$ cat config.mk
export PLATFORM = sky130hd
export DESIGN_NAME = csr_file_trap_flat
export DESIGN_NICKNAME = d
export VERILOG_FILES = /design/src/rtl/csr_file_trap_if.sv /design/src/rtl/csr_file_trap.sv /design/src/flat_wrapper.sv
export SDC_FILE = /design/constraint.sdc
export NUM_CORES = 1
export LEC_CHECK = 0
export ABC_AREA = 1
export ABC_CLOCK_PERIOD_IN_PS = 4200
export CAP_MARGIN = 20
export CORE_MARGIN = 10
export CORE_UTILIZATION = 25
export DETAILED_ROUTE_END_ITERATION = 6
export HOLD_SLACK_MARGIN = 0.08
export PLACE_DENSITY_LB_ADDON = 0.25
export SLEW_MARGIN = 5
export SYNTH_ARGS = -nofsm -noshare
export SYNTH_HDL_FRONTEND = slang
export SYNTH_SLANG_ARGS = --single-unit
$ cat constraint.sdc
create_clock -name clk -period 4.2 [get_ports clk]
set_input_delay 0.84 -clock clk [delete_from_list [all_inputs] [get_ports clk]]
set_output_delay 0.84 -clock clk [all_outputs]
set_load 0.01 [all_outputs]
$ cat src/rtl/csr_file_trap_if.sv
// CSR-file bus between the EX stage (master) and the machine-mode CSR file (slave).
// Carries the CSR access, trap/mret events, interrupt lines and the redirect/irq results.
interface csr_file_trap_if #(
    parameter int XLEN = 32
);
    logic [11:0]     csr_addr;
    logic [1:0]      csr_op;
    logic [XLEN-1:0] csr_wdata;
    logic [XLEN-1:0] csr_rdata;
    logic            csr_illegal;
    logic            trap_req;
    logic [XLEN-1:0] trap_cause;
    logic [XLEN-1:0] trap_pc;
    logic [XLEN-1:0] trap_val;
    logic            mret_req;
    logic            instret_inc;
    logic            irq_msip;
    logic            irq_mtip;
    logic            irq_meip;
    logic            redirect_valid;
    logic [XLEN-1:0] redirect_pc;
    logic            irq_pending;

    modport master (
        output csr_addr, csr_op, csr_wdata, trap_req, trap_cause, trap_pc, trap_val,
               mret_req, instret_inc, irq_msip, irq_mtip, irq_meip,
        input  csr_rdata, csr_illegal, redirect_valid, redirect_pc, irq_pending
    );

    modport slave (
        input  csr_addr, csr_op, csr_wdata, trap_req, trap_cause, trap_pc, trap_val,
               mret_req, instret_inc, irq_msip, irq_mtip, irq_meip,
        output csr_rdata, csr_illegal, redirect_valid, redirect_pc, irq_pending
    );
endinterface

$ cat src/rtl/csr_file_trap.sv
// Machine-mode CSR file: CSRRW/RS/RC, trap entry, MRET, mcycle/minstret and interrupt pending.
// Reads and redirects are combinational; all state commits on the rising clock edge.
module csr_file_trap #(
    parameter int          XLEN      = 32,
    parameter int          CNT_WIDTH = 64,
    parameter logic [31:0] MTVEC_RST = 32'h0,
    parameter logic [31:0] HART_ID   = 32'h0,
    parameter bit          VECTORED  = 1'b1
) (
    input logic            clk,
    input logic            rst_n,
    csr_file_trap_if.slave bus
);
    localparam int HI_W = CNT_WIDTH - 32;

    localparam logic [1:0] OP_NONE = 2'b00;
    localparam logic [1:0] OP_RW   = 2'b01;
    localparam logic [1:0] OP_RS   = 2'b10;
    localparam logic [1:0] OP_RC   = 2'b11;

    localparam logic [11:0] A_MVENDORID = 12'hF11;
    localparam logic [11:0] A_MARCHID   = 12'hF12;
    localparam logic [11:0] A_MIMPID    = 12'hF13;
    localparam logic [11:0] A_MHARTID   = 12'hF14;
    localparam logic [11:0] A_MSTATUS   = 12'h300;
    localparam logic [11:0] A_MISA      = 12'h301;
    localparam logic [11:0] A_MIE       = 12'h304;
    localparam logic [11:0] A_MTVEC     = 12'h305;
    localparam logic [11:0] A_MSCRATCH  = 12'h340;
    localparam logic [11:0] A_MEPC      = 12'h341;
    localparam logic [11:0] A_MCAUSE    = 12'h342;
    localparam logic [11:0] A_MTVAL     = 12'h343;
    localparam logic [11:0] A_MIP       = 12'h344;
    localparam logic [11:0] A_MCYCLE    = 12'hB00;
    localparam logic [11:0] A_MCYCLEH   = 12'hB80;
    localparam logic [11:0] A_MINSTRET  = 12'hB02;
    localparam logic [11:0] A_MINSTRETH = 12'hB82;
    localparam logic [11:0] A_CYCLE     = 12'hC00;
    localparam logic [11:0] A_CYCLEH    = 12'hC80;
    localparam logic [11:0] A_INSTRET   = 12'hC02;
    localparam logic [11:0] A_INSTRETH  = 12'hC82;

    localparam logic [XLEN-1:0] MISA_VAL = 32'h4000_0100;
    localparam logic [XLEN-1:0] MIE_MASK = 32'h0000_0888;

    logic                 mst_mie_q, mst_mie_d;
    logic                 mst_mpie_q, mst_mpie_d;
    logic [XLEN-1:0]      mie_q, mie_d;
    logic [XLEN-1:0]      mtvec_q, mtvec_d;
    logic [XLEN-1:0]      mscratch_q, mscratch_d;
    logic [XLEN-1:0]      mepc_q, mepc_d;
    logic [XLEN-1:0]      mcause_q, mcause_d;
    logic [XLEN-1:0]      mtval_q, mtval_d;
    logic [2:0]           mip_q, mip_d;
    logic [CNT_WIDTH-1:0] mcycle_q, mcycle_d;
    logic [CNT_WIDTH-1:0] minstret_q, minstret_d;

    logic [63:0]     mcycle_ext, minstret_ext;
    logic [XLEN-1:0] mstatus_val, mip_val;
    logic [XLEN-1:0] rd_val, wr_val;
    logic [XLEN-1:0] mtvec_base, vec_off;
    logic            mapped, is_write, illegal, wr_en;

    // Counters zero-extend to 64 so the high halves read as 0 above CNT_WIDTH.
    assign mcycle_ext   = 64'(mcycle_q);
    assign minstret_ext = 64'(minstret_q);
    assign mstatus_val  = {19'b0, 2'b11, 3'b0, mst_mpie_q, 3'b0, mst_mie_q, 3'b0};
    assign mip_val      = {20'b0, mip_q[2], 3'b0, mip_q[1], 3'b0, mip_q[0], 3'b0};

    always_comb begin
        rd_val = '0;
        mapped = 1'b1;
        case (bus.csr_addr)
            A_MVENDORID, A_MARCHID, A_MIMPID: rd_val = '0;
            A_MHARTID:               rd_val = HART_ID;
            A_MSTATUS:               rd_val = mstatus_val;
            A_MISA:                  rd_val = MISA_VAL;
            A_MIE:                   rd_val = mie_q;
            A_MTVEC:                 rd_val = mtvec_q;
            A_MSCRATCH:              rd_val = mscratch_q;
            A_MEPC:                  rd_val = mepc_q;
            A_MCAUSE:                rd_val = mcause_q;
            A_MTVAL:                 rd_val = mtval_q;
            A_MIP:                   rd_val = mip_val;
            A_MCYCLE, A_CYCLE:       rd_val = mcycle_ext[31:0];
            A_MCYCLEH, A_CYCLEH:     rd_val = mcycle_ext[63:32];
            A_MINSTRET, A_INSTRET:   rd_val = minstret_ext[31:0];
            A_MINSTRETH, A_INSTRETH: rd_val = minstret_ext[63:32];
            default:                 mapped = 1'b0;
        endcase
    end

    always_comb begin
        case (bus.csr_op)
            OP_RS:   wr_val = rd_val | bus.csr_wdata;
            OP_RC:   wr_val = rd_val & ~bus.csr_wdata;
            default: wr_val = bus.csr_wdata;
        endcase
    end

    // RS/RC with a zero operand is a pure read, so it may target read-only space.
    assign is_write = (bus.csr_op == OP_RW) || (bus.csr_op != OP_NONE && bus.csr_wdata != '0);
    assign illegal  = (bus.csr_op != OP_NONE) &&
                      (!mapped || (is_write && bus.csr_addr[11:10] == 2'b11));
    assign wr_en    = is_write && !illegal && !bus.trap_req && !bus.mret_req;

    assign bus.csr_rdata   = illegal ? '0 : rd_val;
    assign bus.csr_illegal = rst_n & illegal;

    assign mtvec_base = {mtvec_q[XLEN-1:2], 2'b00};
    assign vec_off    = {bus.trap_cause[XLEN-3:0], 2'b00};

    always_comb begin
        bus.redirect_pc = mepc_q;
        if (bus.trap_req) begin
            bus.redirect_pc = mtvec_base;
            if (mtvec_q[0] && bus.trap_cause[XLEN-1])
                bus.redirect_pc = mtvec_base + vec_off;
        end
    end

    assign bus.redirect_valid = rst_n & (bus.trap_req | bus.mret_req);
    assign bus.irq_pending    = mst_mie_q & |(mip_q & {mie_q[11], mie_q[7], mie_q[3]});

    always_comb begin
        mst_mie_d  = mst_mie_q;
        mst_mpie_d = mst_mpie_q;
        mie_d      = mie_q;
        mtvec_d    = mtvec_q;
        mscratch_d = mscratch_q;
        mepc_d     = mepc_q;
        mcause_d   = mcause_q;
        mtval_d    = mtval_q;
        mip_d      = {bus.irq_meip, bus.irq_mtip, bus.irq_msip};
        mcycle_d   = mcycle_q + CNT_WIDTH'(1);
        minstret_d = minstret_q + CNT_WIDTH'(bus.instret_inc);

        if (bus.trap_req) begin
            mepc_d     = {bus.trap_pc[XLEN-1:2], 2'b00};
            mcause_d   = bus.trap_cause;
            mtval_d    = bus.trap_val;
            mst_mpie_d = mst_mie_q;
            mst_mie_d  = 1'b0;
        end else if (bus.mret_req) begin
            mst_mie_d  = mst_mpie_q;
            mst_mpie_d = 1'b1;
        end else if (wr_en) begin
            // A half-write replaces that half and suppresses the increment this cycle.
            case (bus.csr_addr)
                A_MSTATUS: begin
                    mst_mie_d  = wr_val[3];
                    mst_mpie_d = wr_val[7];
                end
                A_MIE:       mie_d      = wr_val & MIE_MASK;
                A_MTVEC:     mtvec_d    = {wr_val[XLEN-1:2], 1'b0, VECTORED & wr_val[0]};
                A_MSCRATCH:  mscratch_d = wr_val;
                A_MEPC:      mepc_d     = {wr_val[XLEN-1:2], 2'b00};
                A_MCAUSE:    mcause_d   = wr_val;
                A_MTVAL:     mtval_d    = wr_val;
                A_MCYCLE:    mcycle_d   = {mcycle_q[CNT_WIDTH-1:32], wr_val};
                A_MCYCLEH:   mcycle_d   = {wr_val[HI_W-1:0], mcycle_q[31:0]};
                A_MINSTRET:  minstret_d = {minstret_q[CNT_WIDTH-1:32], wr_val};
                A_MINSTRETH: minstret_d = {wr_val[HI_W-1:0], minstret_q[31:0]};
                default: ;
            endcase
        end
    end

    always_ff @(posedge clk or negedge rst_n) begin
        if (!rst_n) begin
            mst_mie_q  <= 1'b0;
            mst_mpie_q <= 1'b0;
            mie_q      <= '0;
            mtvec_q    <= MTVEC_RST;
            mscratch_q <= '0;
            mepc_q     <= '0;
            mcause_q   <= '0;
            mtval_q    <= '0;
            mip_q      <= '0;
            mcycle_q   <= '0;
            minstret_q <= '0;
        end else begin
            mst_mie_q  <= mst_mie_d;
            mst_mpie_q <= mst_mpie_d;
            mie_q      <= mie_d;
            mtvec_q    <= mtvec_d;
            mscratch_q <= mscratch_d;
            mepc_q     <= mepc_d;
            mcause_q   <= mcause_d;
            mtval_q    <= mtval_d;
            mip_q      <= mip_d;
            mcycle_q   <= mcycle_d;
            minstret_q <= minstret_d;
        end
    end
endmodule

$ cat src/flat_wrapper.sv
// flat-port wrapper written by rule: the top's interface ports become plain ports
module csr_file_trap_flat 
#(
    parameter int          XLEN      = 32,
    parameter int          CNT_WIDTH = 64,
    parameter logic [31:0] MTVEC_RST = 32'h0,
    parameter logic [31:0] HART_ID   = 32'h0,
    parameter bit          VECTORED  = 1'b1
)
  (clk, rst_n, bus_csr_addr, bus_csr_op, bus_csr_wdata, bus_trap_req, bus_trap_cause, bus_trap_pc, bus_trap_val, bus_mret_req, bus_instret_inc, bus_irq_msip, bus_irq_mtip, bus_irq_meip, bus_csr_rdata, bus_csr_illegal, bus_redirect_valid, bus_redirect_pc, bus_irq_pending);
  csr_file_trap_if #(.XLEN(XLEN)) bus_i ();
  input logic clk;
  input logic rst_n;
  input wire logic [$bits(bus_i.csr_addr)-1:0] bus_csr_addr;
  input wire logic [$bits(bus_i.csr_op)-1:0] bus_csr_op;
  input wire logic [$bits(bus_i.csr_wdata)-1:0] bus_csr_wdata;
  input wire logic [$bits(bus_i.trap_req)-1:0] bus_trap_req;
  input wire logic [$bits(bus_i.trap_cause)-1:0] bus_trap_cause;
  input wire logic [$bits(bus_i.trap_pc)-1:0] bus_trap_pc;
  input wire logic [$bits(bus_i.trap_val)-1:0] bus_trap_val;
  input wire logic [$bits(bus_i.mret_req)-1:0] bus_mret_req;
  input wire logic [$bits(bus_i.instret_inc)-1:0] bus_instret_inc;
  input wire logic [$bits(bus_i.irq_msip)-1:0] bus_irq_msip;
  input wire logic [$bits(bus_i.irq_mtip)-1:0] bus_irq_mtip;
  input wire logic [$bits(bus_i.irq_meip)-1:0] bus_irq_meip;
  output wire logic [$bits(bus_i.csr_rdata)-1:0] bus_csr_rdata;
  output wire logic [$bits(bus_i.csr_illegal)-1:0] bus_csr_illegal;
  output wire logic [$bits(bus_i.redirect_valid)-1:0] bus_redirect_valid;
  output wire logic [$bits(bus_i.redirect_pc)-1:0] bus_redirect_pc;
  output wire logic [$bits(bus_i.irq_pending)-1:0] bus_irq_pending;
  assign bus_i.csr_addr = bus_csr_addr;
  assign bus_i.csr_op = bus_csr_op;
  assign bus_i.csr_wdata = bus_csr_wdata;
  assign bus_i.trap_req = bus_trap_req;
  assign bus_i.trap_cause = bus_trap_cause;
  assign bus_i.trap_pc = bus_trap_pc;
  assign bus_i.trap_val = bus_trap_val;
  assign bus_i.mret_req = bus_mret_req;
  assign bus_i.instret_inc = bus_instret_inc;
  assign bus_i.irq_msip = bus_irq_msip;
  assign bus_i.irq_mtip = bus_irq_mtip;
  assign bus_i.irq_meip = bus_irq_meip;
  assign bus_csr_rdata = bus_i.csr_rdata;
  assign bus_csr_illegal = bus_i.csr_illegal;
  assign bus_redirect_valid = bus_i.redirect_valid;
  assign bus_redirect_pc = bus_i.redirect_pc;
  assign bus_irq_pending = bus_i.irq_pending;
  csr_file_trap #(.XLEN(XLEN), .CNT_WIDTH(CNT_WIDTH), .MTVEC_RST(MTVEC_RST), .HART_ID(HART_ID), .VECTORED(VECTORED)) u_core (.clk(clk), .rst_n(rst_n), .bus(bus_i));
endmodule
### Yosys cells after proc, flatten, opt, wreduce, memory -nomap -nowiden

Index checks and enable logic that the tools add are counted.

| storage, ports and cells | value |
|---|---|
| flip-flop bits (word level) | 295 |
| input bits | 150 |
| output and inout bits | 67 |
| word-level logic and storage cells | 124 |

| operators by class | value |
|---|---|
| $add $sub $neg | 3 |
| equality and inequality tests | 30 |
| multiplexer cells | 34 |
| bitwise operators | 10 |
| reductions and logical operators | 34 |

Operators with widths:

| operator | count |
|---|---|
| two-way mux 32 bit | 15 |
| case mux 32 bit (13 select lines) | 1 |
| two-way mux 64 bit | 6 |
| case mux 64 bit (2 select lines) | 2 |
| == test 12 bit (second input constant) | 12 |
| == test 12 x 10 -> 1 bit (second input constant) | 9 |
| adder 64 x 1 -> 64 bit | 1 |
| adder 64 x 1 -> 64 bit (second input constant) | 1 |
| case mux 32 bit (2 select lines) | 1 |
| adder 32 bit | 1 |
| bitwise AND 32 bit | 1 |
| NOT 32 bit | 1 |
| bitwise OR 32 bit | 1 |
| nonzero test 32 bit | 1 |
| OR reduction 21 bit | 1 |
| inequality test 4 bit (second input constant) | 4 |
| AND reduction 4 bit | 3 |
| nonzero test 2 bit | 5 |
| two-way mux 1 bit | 9 |
| AND reduction 3 bit | 3 |
| OR reduction 2 bit | 4 |
| logical AND 1 bit | 7 |
| == test 2 bit (second input constant) | 3 |
| nonzero test 3 bit | 2 |
| 10 further kinds | 17 |

### Longest topological paths before layout

Gate-level depths: netlist of run 1.

| logic depth | value |
|---|---|
| depth in word-level cells | 13 |
| depth in mapped cells | 18 |
| mapped depth without buffers | 16 |

### Worst setup path after synthesis of run 1

Ideal clock, no wire load.

| timing | value |
|---|---|
| path type | input-to-output |
| start | input bus_trap_cause[0] |
| end | output bus_redirect_pc[20] |
| data arrival time | 2698 ps |
| required time | 3360 ps |
| setup slack | 662 ps |
| stages | 12 |
| buffers on the path | 0 |
| cells stage by stage | ha_1 -> inv_1 -> fa_1 -> inv_1 -> nand2_1 -> a21oi_1 -> a21boi_0 -> o21ai_0 -> a21oi_1 -> xnor2_1 -> o21ai_0 -> nand2_1 |

| on the way | value |
|---|---|
| longest elaborated chain between the ends | 3 |

RTL lines:

| what | RTL line | source |
|---|---|---|
| start, declared | flat_wrapper.sv:18 | `input wire logic [$bits(bus_i.trap_cause)-1:0] bus_trap_cause;` |
| adder 32 bit | csr_file_trap.sv:118 | `bus.redirect_pc = mtvec_base + vec_off;` |
| two-way mux 32 bit | csr_file_trap.sv:117 | `if (mtvec_q[0] && bus.trap_cause[XLEN-1])` |
| two-way mux 32 bit | csr_file_trap.sv:115 | `if (bus.trap_req) begin` |
| end, declared | flat_wrapper.sv:29 | `output wire logic [$bits(bus_i.redirect_pc)-1:0] bus_redirect_pc;` |

Every way passes these cells.

### Worst setup path in the final report of run 1

| timing | value |
|---|---|
| start | input bus_csr_wdata[23] |
| end | output bus_csr_rdata[18] |

| on the way | value |
|---|---|
| longest elaborated chain between the ends | 7 |

RTL lines:

| what | RTL line | source |
|---|---|---|
| start, declared | flat_wrapper.sv:16 | `input wire logic [$bits(bus_i.csr_wdata)-1:0] bus_csr_wdata;` |
| nonzero test 32 bit | csr_file_trap.sv:102 | `assign is_write = (bus.csr_op == OP_RW) \|\| (bus.csr_op != OP_NONE && bus.csr_wdata != '0);` |
| logical AND 1 bit | csr_file_trap.sv:102 |  |
| logical OR 1 bit | csr_file_trap.sv:102 |  |
| logical AND 1 bit | csr_file_trap.sv:104 | `(!mapped \|\| (is_write && bus.csr_addr[11:10] == 2'b11));` |
| logical OR 1 bit | csr_file_trap.sv:104 |  |
| logical AND 1 bit | csr_file_trap.sv:103 | `assign illegal = (bus.csr_op != OP_NONE) &&` |
| two-way mux 32 bit | csr_file_trap.sv:107 | `assign bus.csr_rdata = illegal ? '0 : rd_val;` |
| end, declared | flat_wrapper.sv:26 | `output wire logic [$bits(bus_i.csr_rdata)-1:0] bus_csr_rdata;` |

Every way passes these cells.

==> summary.md, run 1 <==
| Metric | Value |
|---|---|
| Class of the most critical setup path | `input port to output port` |
| Routed len/inst | `23.9 µm` |
| DIE AREA | `0.107 mm²` |
| Post-route ant nets | `0` |
| Maximum net fanout on the critical path | `8` |
| Worst flop-to-flop path startpoint | `u_core.mcycle_ext[2]` |
| Count of distinct cell types in the synthesized netlist | `39` |
| Delay of the slowest critical-path stage | `0.45 ns` |
| Violation count after the first detailed-routing iteration | `3265` |
| Total of hold buffers inserted after clock tree synthesis | `0` |
| Leakage power | `0.0161 µW` |
| Setup TNS | `0 ns` |
| GRT Resource Usage Total | `0.250` |
| Share of flip-flops with an asynchronous set or reset | `1.00` |
| Worst setup SP type | `input port` |
| Nets | `4721` |
| Initial core utilization | `0.252` |
| Cell count after synthesis | `3960` |
| Maximum number of pins on one net before global-route repair | `136` |
| Detailed-routing iteration count for the pre-antenna-repair pass | `6` |
| Post-synthesis share of cell area spent on xor and xnor gates | `0.0506` |
| Sum of internal, switching and leakage power | `8480 µW` |
| Combinational family with the most area after synthesis | `simple AND/OR/NAND/NOR gates` |
| CTS root buffer | `sky130_fd_sc_hd__clkbuf_16` |
| Final critical-path share of the clock period | `0.997` |
| Final Hold Viols | `0` |
| Die extent in x | `327 µm` |
| Path class of the lowest-slack min-delay path | `input port to async pin` |
| Inserted Diodes | `0` |
| Buffers on Ports | `212` |
| RD Place Congestion | `1.01` |
| Fraction of the mapped netlist area in simple logic gates | `0.472` |
| Fraction of the yosys area taken by sequential cells | `0.312` |
| Final setup violation count | `0` |
| Most common library cell in the layout ignoring fill and taps | `sky130_fd_sc_hd__nand2_1` |
| Endpoint of the worst register-to-register path | `u_core.mcycle_ext[61]` |
| Mean number of vias per cell | `5.03` |
| Post-synthesis register bit count | `293` |
| Adder-cell area share of the yosys netlist | `0.0179` |
| Residual overflow from global routing | `0` |
| Unrepaired setup endpoints after global routing | `true` |
| Via count of the first global-routing pass | `27.3k` |
| CTS clk-pin slew, worst paths | `0.06 ns` |
| Main flop type after synthesis | `sky130_fd_sc_hd__dfrtp_1` |
| Reg-to-reg slack, setup | `1.24 ns` |
| Die outline height | `327 µm` |
| Maximum achievable frequency | `239 MHz` |
| Standard cell core area | `0.0933 mm²` |
| Result of the run | `completed` |
| Number of cell rows | `112` |
| Final clock skew | `0.0406 ns` |
| Reg2reg path depth | `10` |
| Share of post-route cells with drive strength above 1 | `0.155` |
| Worst-case headroom to the max-slew limit | `0.343` |
| End-of-flow core utilization | `0.348` |
| Area of the mapped netlist | `0.0235 mm²` |
| Data arrival at the endpoint of the critical path | `3.35 ns` |
| Number of warning messages in the yosys log | `0` |
| Largest area contributor in the netlist | `sky130_fd_sc_hd__dfrtp_1` |
| Top library cells by usage in the layout, fill and taps aside | `sky130_fd_sc_hd__nand2_1 (1762), sky130_fd_sc_hd__buf_4 (443), sky130_fd_sc_hd__nand3_1 (382), sky130_fd_sc_hd__nor2_1 (359), sky130_fd_sc_hd__dfrtp_1 (293)` |
| Final Critical Period | `4.19 ns` |
| Cell occurring most often along the worst timing path | `sky130_fd_sc_hd__buf_4` |
| Wire length reported by the detailed router | `139000 µm` |
| Growth of design area from synthesis to finish | `38.1%` |
| Count of flip-flops with a built-in enable after synthesis | `0` |
| CTS Buf Count | `39` |
| CTS tree | `built` |
| Half-perimeter wire length after placement | `112000 µm` |
| Drc violations | `0` |
| Cell with the largest stage delay on the worst path | `sky130_fd_sc_hd__nand4_1` |
| Share of the synthesized area in the top cell type | `0.312` |
| Fill count | `10.4k` |
| Post-synthesis compound-gate area fraction | `0.0716` |
| Vias | `29.3k` |
| Wire length of the first global-routing pass | `198000 µm` |
| Synthesized area per cell | `5.94 µm²` |
| Critical path data required time | `3.36 ns` |
| Critical-path cell list | `dlygate4sd2_1, nor2_1, buf_4, nand4_1, nand3b_1, nor2_1, buf_4, or2_4, nand2_2, inv_2, nor2_4, buf_12, buf_12, a21oi_1, buf_4, buf_2` |
| Number of buffers between clock root and the deepest sink | `3` |
| Number of maximum-capacitance constraint violations | `0` |
| Sink count of the clock tree | `293` |
| Number of H-tree levels | `2` |
| Ports | `217` |
| Cell types with the largest area share after synthesis | `sky130_fd_sc_hd__dfrtp_1 (31%), sky130_fd_sc_hd__nand2_1 (28%), sky130_fd_sc_hd__nand3_1 (8.3%)` |
| Pins Over Slew Limit | `0` |
| Power density over the cells | `261 mW/mm²` |
| Initial antenna violation count | `2` |
| Worst hold slack | `0.422 ns` |
| Worst-case vdd ir drop | `0.250 mV` |
| Clock network latency to the later pin of the worst-skew pair | `0.59 ns` |
| Mux contribution to synthesized area | `0` |
| Worst slew pin tran | `0.986 ns` |
| Type of destination of the critical path | `output port` |
## synth_stat cells (4+ instances only)
cell type,instances
sky130_fd_sc_hd__nor2_4,4
sky130_fd_sc_hd__inv_1,287
sky130_fd_sc_hd__inv_2,10
sky130_fd_sc_hd__clkbuf_1,98
sky130_fd_sc_hd__o21ai_0,164
sky130_fd_sc_hd__nand3_1,388
sky130_fd_sc_hd__nand2_1,1773
sky130_fd_sc_hd__nor2_1,382
sky130_fd_sc_hd__a21oi_1,79
sky130_fd_sc_hd__xnor2_1,30
sky130_fd_sc_hd__o21bai_1,6
sky130_fd_sc_hd__or2_2,5
sky130_fd_sc_hd__nor3_1,87
sky130_fd_sc_hd__buf_2,49
sky130_fd_sc_hd__buf_1,12
sky130_fd_sc_hd__ha_1,32
sky130_fd_sc_hd__nand4_1,67
sky130_fd_sc_hd__nor4_1,5
sky130_fd_sc_hd__xor2_1,106
sky130_fd_sc_hd__a31oi_1,12
sky130_fd_sc_hd__o211ai_1,11
sky130_fd_sc_hd__a21o_1,11
sky130_fd_sc_hd__a21boi_0,5
sky130_fd_sc_hd__o21ai_1,18
sky130_fd_sc_hd__nor2_2,4
sky130_fd_sc_hd__dfrtp_1,293
## flip-flops by register name (all words and copies together), names as in the netlist
register and cells:
u_core.mscratch_q 32, u_core.mst_mie_q 1, u_core.mip_q 3, u_core.mtval_q 32, u_core.mie_q 3, u_core.mepc_q 30
u_core.mtvec_q 31, u_core.minstret_ext 64, u_core.mcause_q 32, u_core.mst_mpie_q 1, u_core.mcycle_ext 64
## stage by stage
step	worst slack [ns]	std cells	instance area, µm²
2_1_floorplan	0.662	3961	23500
3_3_place_gp	-1.29	5730	30500
3_5_place_dp	-1.25	5730	30500
4_1_cts	-0.167	5813	32100
5_1_grt	-0.0415	5820	32500
6_report	0.0132	5820	32500
## what timing repair did
action | in CTS | in global routing
resized for setup | 229 | 129
pin swaps | 13 | 20
setup buffers | 14 | 9
cloned | 1 | 0
endpoints found under the setup margin | 57 | 54
## routing by layer
layer,part of all wire,GRT usage,routed length (µm),vias up
met5,0,0,0,-
met3,0.075,0.0303,10400,200
li1,-,-,-,13700
met2,0.44,0.388,60600,1280
met4,0.041,0.0960,5750,0
met1,0.45,0.350,62300,14000
## power breakdown
part           total, µW  internal [µW]  switching [µW]
registers           3240           3000             237
clock network       3400           1940            1460
logic               1830            724            1110
## cell type report
| cell class | instances | area [µm²] | share of cell area |
|---|---|---|---|
| tap | 1254 | 1570 | 0.0483 |
| clock buffer | 52 | 1090 | 0.0334 |
| multi-input combinational | 3208 | 15000 | 0.462 |
| sequential | 293 | 7330 | 0.226 |
| clock inverter | 17 | 156 | 0.00481 |
| timing repair buffer | 697 | 6220 | 0.191 |
| inverter | 299 | 1130 | 0.0347 |
## kinds of logic after synthesis
logic type	after synthesis
AND/OR/NAND/NOR	2724
buffers and inverters	460
AO/OA/AOI/OAI	313
flip-flops	293
XOR/XNOR	136
adder cells (fa/ha/maj)	33
other	1
## worst max-delay path, delay by kind of cell
family | cells | cell delay, ns
buffers and inverters | 8 | 1.19
AOI/OAI and AO/OA | 1 | 0.13
and+or+nand+nor | 7 | 1.19
## worst max-delay path by stage
| stage | startpoint | endpoint | slack (ns) | depth (start not counted) |
|---|---|---|---|---|
| 6_report | bus_csr_wdata[23] | bus_csr_rdata[18] | 0.01 | 16 |
| 3_5_place_dp | bus_csr_wdata[29] | bus_csr_rdata[26] | -1.25 | 14 |
| 3_3_place_gp | bus_csr_wdata[29] | bus_csr_rdata[26] | -1.29 | 14 |
| 2_1_floorplan | bus_trap_cause[0] | bus_redirect_pc[20] | 0.66 | 12 |
| 4_1_cts | bus_trap_cause[19] | bus_redirect_pc[25] | -0.17 | 13 |
| 5_1_grt | bus_csr_addr[9] | bus_csr_rdata[23] | -0.04 | 16 |
Note: power is estimated with default switching activity, not from simulation.
==> run 2, diff against run 1 <==
--- a/config.mk
+++ b/config.mk
@@ -8,9 +8,10 @@
 export ABC_AREA = 1
 export ABC_CLOCK_PERIOD_IN_PS = 4200
 export CAP_MARGIN = 20
-export CORE_MARGIN = 10
 export CORE_UTILIZATION = 25
+export CTS_CLUSTER_SIZE = 40
 export DETAILED_ROUTE_END_ITERATION = 6
+export GPL_ROUTABILITY_DRIVEN = 0
 export HOLD_SLACK_MARGIN = 0.08
 export PLACE_DENSITY_LB_ADDON = 0.25
 export SLEW_MARGIN = 5
==> summary.md, run 2 (synthesized netlist as in run 1, its figures left out) <==
| Metric | Value |
|---|---|
| Type of destination of the critical path | `output port` |
| Initial core utilization | `0.252 (+0.000379)` |
| Inserted Diodes | `0 (unchanged)` |
| Path class of the lowest-slack min-delay path | `input port to async pin` |
| Detailed-routing iteration count for the pre-antenna-repair pass | `7 (+1)` |
| Drc violations | `1 (+1)` |
| Final Hold Viols | `0 (unchanged)` |
| Final critical-path share of the clock period | `0.995 (-0.00146)` |
| Growth of design area from synthesis to finish | `38.7%` |
| Critical path data required time | `3.36 ns (about the same)` |
| Share of post-route cells with drive strength above 1 | `0.152 (-0.00324)` |
| Startpoint of the most critical setup path | `bus_csr_wdata[1]` |
| Top library cells by usage in the layout, fill and taps aside | `sky130_fd_sc_hd__nand2_1 (1761), sky130_fd_sc_hd__buf_4 (424), sky130_fd_sc_hd__nand3_1 (379), sky130_fd_sc_hd__nor2_1 (353), sky130_fd_sc_hd__dfrtp_1 (293)` |
| Post-route ant nets | `0 (unchanged)` |
| CTS Buf Count | `39 (unchanged)` |
| Number of cell rows | `112 (unchanged)` |
| Initial antenna violation count | `4 (+2)` |
| Reg2reg path depth | `10 (unchanged)` |
| Endpoint of the worst register-to-register path | `u_core.mcycle_ext[53]` |
| Critical-path cell list | `clkdlybuf4s50_1, inv_2, nand3_4, nor2_1, nand3b_1, nor2_4, or2_4, nand2_1, inv_2, nor2_4, buf_12, bufbuf_16, buf_4, a21oi_4, buf_2` |
| Die outline height | `309 µm (-5.5%)` |
| Half-perimeter wire length after placement | `104000 µm (-7.6%)` |
| CTS root buffer | `sky130_fd_sc_hd__clkbuf_16` |
| Placed insts | `5715 (-0.26%)` |
| Sink count of the clock tree | `293 (unchanged)` |
| Final setup violation count | `0 (unchanged)` |
| Worst slew pin tran | `0.849 ns (-0.137 ns)` |
| Final clock skew | `0.0273 ns (-0.0133 ns)` |
| Final Critical Period | `4.18 ns (-0.00612 ns)` |
| Violation count after the first detailed-routing iteration | `3480 (+6.6%)` |
| Standard cell core area | `0.0932 mm² (-0.15%)` |
| Total area of multi-input combinational cells | `0.0150 mm² (about the same)` |
| Worst flop-to-flop path startpoint | `u_core.mcycle_ext[2]` |
| Number of H-tree levels | `2 (unchanged)` |
| Cell with the largest stage delay on the worst path | `sky130_fd_sc_hd__clkdlybuf4s50_1` |
| Mean number of vias per cell | `5.06 (+0.60%)` |
| Reg-to-reg slack, setup | `1.36 ns (+0.12 ns)` |
| Number of maximum-capacitance constraint violations | `0 (unchanged)` |
| Result of the run | `finished, violations left` |
| Data arrival at the endpoint of the critical path | `3.34 ns (about the same)` |
| CTS tree | `built` |
| Unrepaired setup endpoints after global routing | `false` |
| Via count of the first global-routing pass | `27.6k (+1.0%)` |
| Die extent in x | `309 µm (-5.5%)` |
| Maximum net fanout on the critical path | `5 (-3)` |
| Delay of the slowest critical-path stage | `0.55 ns (+0.10 ns)` |
| DIE AREA | `0.0953 mm² (-11%)` |
| Leakage power | `0.0162 µW (+0.99%)` |
| Power density over the cells | `267 mW/mm² (+2.3%)` |
| Buffers on Ports | `212 (unchanged)` |
| Ports | `217 (unchanged)` |
| Number of buffers between clock root and the deepest sink | `3 (unchanged)` |
| Maximum number of pins on one net before global-route repair | `129 (-5.1%)` |
| Area taken by flip-flops and latches | `0.00733 mm² (unchanged)` |
| Violations in the final reports | `design-rule violations` |
| Residual overflow from global routing | `0 (unchanged)` |
| Worst setup SP type | `input port` |
| Worst-case vdd ir drop | `0.286 mV (+14%)` |
| Clock network latency to the later pin of the worst-skew pair | `0.60 ns (about the same)` |
| GRT Resource Usage Total | `0.271 (+0.0205)` |
| Pins Over Slew Limit | `0 (unchanged)` |
| CTS clk-pin slew, worst paths | `0.06 ns (about the same)` |
| Maximum achievable frequency | `239 MHz (+0.15%)` |
| Most common library cell in the layout ignoring fill and taps | `sky130_fd_sc_hd__nand2_1` |
| Sum of internal, switching and leakage power | `8710 µW (+2.7%)` |
| Worst-case headroom to the max-slew limit | `0.434 (+0.0915)` |
| Vias | `29.4k (+0.46%)` |
| Class of the most critical setup path | `input port to output port` |
| Wire length of the first global-routing pass | `189000 µm (-4.6%)` |
| Routed len/inst | `22.6 µm (-5.3%)` |
| Fill count | `10.2k (-1.9%)` |
| Wire length reported by the detailed router | `132000 µm (-5.4%)` |
| Nets | `4711 (-0.21%)` |
| Layout Cells excl Fill | `5812 (-0.14%)` |
## run 2: worst max path at each step
stage | cells past startpoint | slack, ns | endpoint
finish | 15 | 0.02 | bus_csr_rdata[27]
global placement | 14 | -0.94 | bus_csr_rdata[28]
detailed placement | 14 | -0.90 | bus_csr_rdata[28]
global route | 15 | 0.002 | bus_redirect_pc[26]
floorplan | 12 | 0.66 | bus_redirect_pc[20]
CTS | 16 | -0.25 | bus_csr_rdata[28]
## run 2: area by class of cell
| class | instances | share of cell area |
|---|---|---|
| clock inverter | 12 | 0.00533 |
| multi-input combinational | 3208 | 0.460 |
| inverter | 299 | 0.0346 |
| sequential | 293 | 0.225 |
| clock buffer | 59 | 0.0362 |
| timing repair buffer | 687 | 0.191 |
| tap | 1254 | 0.0481 |
## run 2: report_power, final
group	switching (µW)	internal [µW]	total (µW)
logic	1100	704	1810
registers	256	3000	3260
clock network	1500	2140	3640
total	2860	5850	8710
## run 2: critical path, delay by kind of cell
kind | cells | cell delay [ns]
AND/OR/NAND/NOR | 7 | 0.80
buffers and inverters | 7 | 1.54
AO/OA/AOI/OAI | 1 | 0.15
## run 2: metal layers
metal,vias up,wire [µm],GRT usage
li1,13700,-,-
met1,13800,55400,0.364
met2,1548,55800,0.411
met3,336,12300,0.0461
met4,2,8050,0.146
met5,-,11,0
## run 2: through the flow
stage | hold WS, ns | cell area (µm²) | util | TNS [ns] | setup slack [ns]
finish | 0.408 | 32600 | 0.350 | 0 | 0.0194
global placement | 0.453 | 30500 | 0.327 | -31.98 | -0.944
floorplan | 0.442 | 23500 | - | 0 | 0.662
detailed placement | 0.460 | 30500 | 0.327 | -31.45 | -0.901
CTS | 0.425 | 32200 | 0.346 | -0.275 | -0.253
global route | 0.469 | 32600 | 0.350 | 0 | 0.00204
## run 2: what timing repair did
item	in CTS	in global routing
endpoints found under the setup margin	58	54
resized for setup	199	95
hold buffers	0	0
buffers inserted	12	12
pin swaps	16	25
gates cloned	2	1
